===== src/rtl/rob_commit_ctrl.sv =====
// rob_commit_ctrl: reorder buffer with in-order commit, CDB capture, operand queries and mispredict flush
// Define ROB_CDB_BYPASS_EN to forward a same-cycle CDB broadcast to the query ports.
module rob_commit_ctrl #(
  parameter int ROB_DEPTH = 16,
  parameter int TAG_W     = 4,
  parameter int DATA_W    = 32,
  parameter int REG_W     = 5
) (
  input  logic              clk,
  input  logic              rst,
  input  logic              rdy,
  input  logic              alloc_valid,
  input  logic [REG_W-1:0]  alloc_reg_dest,
  input  logic              alloc_is_branch,
  output logic              alloc_full,
  output logic [TAG_W-1:0]  alloc_tag,
  input  logic              cdb_valid,
  input  logic [TAG_W-1:0]  cdb_tag,
  input  logic [DATA_W-1:0] cdb_data,
  input  logic              cdb_mispredict,
  input  logic [31:0]       cdb_target,
  input  logic [TAG_W-1:0]  q1_tag,
  input  logic [TAG_W-1:0]  q2_tag,
  output logic              q1_ready,
  output logic              q2_ready,
  output logic [DATA_W-1:0] q1_data,
  output logic [DATA_W-1:0] q2_data,
  output logic              commit_valid,
  output logic [REG_W-1:0]  commit_reg_dest,
  output logic [TAG_W-1:0]  commit_tag,
  output logic [DATA_W-1:0] commit_data,
  output logic              flush,
  output logic [31:0]       flush_pc
);
  logic [ROB_DEPTH-1:0] busy_q, ready_q, misp_q;
  logic [REG_W-1:0]     dest_q   [ROB_DEPTH];
  logic [DATA_W-1:0]    data_q   [ROB_DEPTH];
  logic [31:0]          target_q [ROB_DEPTH];
  logic [TAG_W-1:0]     head_q, tail_q;
  logic [TAG_W:0]       count_q, count_d;
  logic                 do_alloc, do_commit, cdb_hit, q1_byp, q2_byp, unused_branch;
  assign unused_branch = alloc_is_branch;
  assign alloc_full = count_q == (TAG_W+1)'(ROB_DEPTH);
  assign alloc_tag  = tail_q;
  assign do_alloc   = alloc_valid && !alloc_full;
  assign do_commit  = count_q != '0 && ready_q[head_q];
  assign cdb_hit    = cdb_valid && busy_q[cdb_tag];
  assign count_d    = count_q + (TAG_W+1)'(do_alloc) - (TAG_W+1)'(do_commit);
`ifdef ROB_CDB_BYPASS_EN
  assign q1_byp = cdb_valid && cdb_tag == q1_tag && busy_q[q1_tag];
  assign q2_byp = cdb_valid && cdb_tag == q2_tag && busy_q[q2_tag];
`else
  assign q1_byp = 1'b0;
  assign q2_byp = 1'b0;
`endif
  assign q1_ready = (busy_q[q1_tag] && ready_q[q1_tag]) || q1_byp;
  assign q2_ready = (busy_q[q2_tag] && ready_q[q2_tag]) || q2_byp;
  assign q1_data  = q1_byp ? cdb_data : data_q[q1_tag];
  assign q2_data  = q2_byp ? cdb_data : data_q[q2_tag];
  // Payload needs no reset: it is only observed through busy/ready.
  always_ff @(posedge clk)
    if (rdy && !rst && !flush) begin
      if (cdb_hit) begin
        data_q[cdb_tag]   <= cdb_data;
        misp_q[cdb_tag]   <= cdb_mispredict;
        target_q[cdb_tag] <= cdb_target;
      end
      if (do_alloc) begin
        dest_q[tail_q] <= alloc_reg_dest;
        misp_q[tail_q] <= 1'b0;
      end
    end
  always_ff @(posedge clk)
    if (rst || flush) begin
      busy_q          <= '0;
      ready_q         <= '0;
      head_q          <= '0;
      tail_q          <= '0;
      count_q         <= '0;
      commit_valid    <= 1'b0;
      commit_reg_dest <= '0;
      commit_tag      <= '0;
      commit_data     <= '0;
      flush           <= 1'b0;
      flush_pc        <= '0;
    end else if (!rdy) begin
      commit_valid <= 1'b0;
      flush        <= 1'b0;
    end else begin
      commit_valid <= do_commit;
      flush        <= do_commit && misp_q[head_q];
      if (cdb_hit) ready_q[cdb_tag] <= 1'b1;
      if (do_commit) begin
        commit_reg_dest <= dest_q[head_q];
        commit_tag      <= head_q;
        commit_data     <= data_q[head_q];
        if (misp_q[head_q]) flush_pc <= target_q[head_q];
        busy_q[head_q]  <= 1'b0;
        head_q          <= head_q + 1'b1;
      end
      if (do_alloc) begin
        busy_q[tail_q]  <= 1'b1;
        ready_q[tail_q] <= 1'b0;
        tail_q          <= tail_q + 1'b1;
      end
      count_q <= count_d;
    end
endmodule


===== config.mk =====
export PLATFORM = sky130hd
export DESIGN_NAME = rob_commit_ctrl
export DESIGN_NICKNAME = d
export VERILOG_FILES = /design/src/rtl/rob_commit_ctrl.sv
export SDC_FILE = /design/constraint.sdc
export NUM_CORES = 1
export LEC_CHECK = 0
export CORE_MARGIN = 3
export CORE_UTILIZATION = 55
export DETAILED_ROUTE_END_ITERATION = 12
export PLACE_DENSITY = 0.79
export SLEW_MARGIN = 20
export SYNTH_ARGS = -nofsm -noshare
export SYNTH_HDL_FRONTEND = slang
export SYNTH_SLANG_ARGS = --single-unit

===== constraint.sdc =====
create_clock -name clk -period 5.4 [get_ports clk]
set_input_delay 1.08 -clock clk [delete_from_list [all_inputs] [get_ports clk]]
set_output_delay 1.08 -clock clk [all_outputs]
set_load 0.005 [all_outputs]

==> flow_metrics.tcl <==
set metrics [dict create \
    vias 31010 \
    worstSetupEndpoint "q2_data[1]" \
    stdcell_area_sq_um 63330 \
    grt_overflow 0 \
    die_h_um 321.7 \
    drc 0 \
    cts_tree "yes" \
    tightest_slew_ns 1.159 \
    viasPerCell 7.133 \
    finalCritPeriodShare_pct 84.59 \
    grt_util_all_layers_pct 28.41 \
    cts_max_level 3 \
    synth_warnings 0 \
    yosysTopAreaCell "edfxtp_1" \
    skew_ns 0.02671 \
    synth_nets 2834 \
    fillers 6193 \
    cp_common_cell "mux4_2" \
    cap_violations 0 \
    fin_util_pct 64.25 \
    hp-class "flop to flop" \
    antenna_found_initial 12 \
    yosysMostFrequentCell "edfxtp_1" \
    cts_made_buffers 121 \
    rows 115 \
    power.density_nw_per_um2 319.3 \
    slew_viol_final 0 \
    async_flop_share_pct 0 \
    grt_pass1_vias 31890 \
    cts_sinks 1240 \
    post_drt_wl_per_cell_um 33.42 \
    synth-seq-area-share_pct 65.75 \
    ant_nets 0 \
    r2r_start "head_q[1]$_SDFFE_PP0P_" \
    postCtsSetupBuffers 0 \
    nNetsFinal 3046 \
    placed_cell_area_sq_um 59120 \
    clock_latency_ns 0.72 \
    die_area_sq_um 103500 \
    path_cells "clkbuf_8 > buf_12 > mux4_2 > mux4_2 > clkdlybuf4s50_1" \
    path_clk_slew_ns 0.06 \
    cts_resized 0 \
    finalCriticalPeriod_ns 4.568 \
    crit_start "q2_tag[0]" \
    required_ns 4.32 \
    yosys_register_bits 1240 \
    end_kind "output port" \
    synth_enable_flop_cells 1120 \
    leakage_nw 19.42 \
    grt_pass1_wl_um 215000 \
    ctsLongestPathBuffers 3 \
    rsz0062_at_grt "no" \
    first_pass_iters 6 \
    port_buffers 232 \
    dpl.hpwl_um 82300 \
    drt_wl_total_um 145300 \
    synthFlopType "edfxtp_1" \
    ys_top_cells_by_count "edfxtp_1, mux4_2, dfxtp_1" \
    cp.arrival_ns 3.49 \
    ir_drop_mv 0.2848 \
    rrSetupSlack_ns 1.44 \
    timing.rr.end "flush_pc[11]$_SDFFE_PP0P_" \
    cts-hold-fix-buffers 0 \
    ios 234 \
    hold_viol 0 \
    syn-cell-area_sq_um 54810 \
    area_delta_synth_final_pct 15.55 \
    path_class "primary input to output port" \
    cts_root_buf "clkbuf_16" \
    drive_above_1_share_pct 30.37 \
    worstRegToRegCells 6 \
    path_max_fanout 40 \
    setup_viol 0 \
    grt_max_degree 93 \
    status "finished clean" \
    yosysUniqueCellTypes 48 \
    start_util_pct 55.61 \
    critical-path-max-stage-delay_ns 0.55 \
    cp-start-kind "primary input" \
    cpMaxStageDelayCell "mux4_2" \
    fp.dieW_um 321.7 \
    globalplace.congestion 0.8668 \
    relSlewSlack_pct 22.73 \
    fmax_mhz 218.9 \
    drtIter0Drc 3945 \
    synth_area_leaders "edfxtp_1, mux4_2, dfxtp_1, a21oi_1, a22oi_1" \
    synthCells 2731 \
    core_sq_um 98560 \
    synth_top_area_share_pct 61.36 \
    avgSynthCellArea_sq_um 20.07 \
]
==> metrics by stage <==
step	TNS [ns]	power [mW]	hold WS, ns	cells	setup WS [ns]
floorplan	-421.75	11.15	0.4666	2731	-0.4119
detailed placement	0	11.62	0.4658	4107	0.7815
global route	0	20.79	0.4865	4341	0.7134
CTS	0	20.35	0.4747	4339	0.7781
global placement	0	11.58	0.4599	4107	0.8006
finish	0	20.22	0.4732	4347	0.8322
==> power breakdown <==
group          leakage, nW  internal (mW)  switching, mW  total, mW
combinational         6.34          0.445          0.492      0.937
clock                 2.04           5.19           3.62       8.81
sequential            11.0           10.5         0.0132       10.5
total                 19.4           16.1           4.13       20.2
==> cell families (layout without fill, tap and decap cells) <==
family,Yosys count,count (layout),synth area share [%]
flip-flops,1240,1240,65.75
multiplexers,637,637,25.51
AO/OA/AOI/OAI,351,351,4.479
AND/OR/NAND/NOR,241,241,1.993
buffers and inverters,238,559,1.767
adder cells (fa/ha/maj),15,15,0.3561
XOR/XNOR,9,9,0.1438
other,0,8,0
==> final cells by class <==
type	count	area (sq um)	area share, %
sequential	1240	36040	56.91
multi-input combinational	1253	17970	28.37
timing repair buffer	310	3438	5.429
clock buffer	151	3263	5.153
tap	1287	1610	2.543
clock inverter	81	922.1	1.456
inverter	17	63.81	0.1008
antenna	8	20.02	0.03161
==> critical path: cells and delay by family <==
kind / cells / cell delay [ns]
muxes: 2 / 1.09
buffers and inverters: 3 / 1.22
==> registers in the layout (all words and copies together) (netlist names) <==
signal           cells
count_q              5
alloc_tag            4
head_q               4
commit_reg_dest      5
busy_q              16
misp_q              16
dest_q              80
data_q             512
flush_pc            32
target_q           512
flush                1
commit_data         32
ready_q             16
commit_valid         1
commit_tag           4
==> layer usage <==
metal	vias to the layer above	routed length [um]	track usage, %
li1	12280	-	-
met5	-	81	0
met2	2091	73230	46.95
met3	352	16450	6.415
met4	10	4733	9.605
met1	16270	50780	37.93
==> layout by cell type (no fill, tap or decap), drive strengths merged, types with 19 or more instances in the layout <==
cell / n
a22oi: 76
nand3: 52
inv: 21
dfxtp: 120
mux4: 608
a221oi: 32
bufinv: 19
o31ai: 32
a22o: 32
buf: 84
nor2: 113
a21oi: 117
mux2i: 29
a311oi: 21
clkdlybuf4s50: 224
clkinv: 52
clkbuf: 153
nand2: 40
edfxtp: 1120
==> how the worst min path moves through the flow <==
stage / cells after the start / startpoint / to
6_report: 2 / flush_pc[22]$_SDFFE_PP0P_ / flush_pc[22]$_SDFFE_PP0P_
5_1_grt: 2 / flush_pc[22]$_SDFFE_PP0P_ / flush_pc[22]$_SDFFE_PP0P_
4_1_cts: 2 / flush_pc[22]$_SDFFE_PP0P_ / flush_pc[22]$_SDFFE_PP0P_
3_5_place_dp: 2 / flush_pc[24]$_SDFFE_PP0P_ / flush_pc[24]$_SDFFE_PP0P_
3_3_place_gp: 2 / flush_pc[20]$_SDFFE_PP0P_ / flush_pc[20]$_SDFFE_PP0P_
2_1_floorplan: 2 / flush_pc[0]$_SDFFE_PP0P_ / flush_pc[0]$_SDFFE_PP0P_
(Power assumes the default switching activity.)
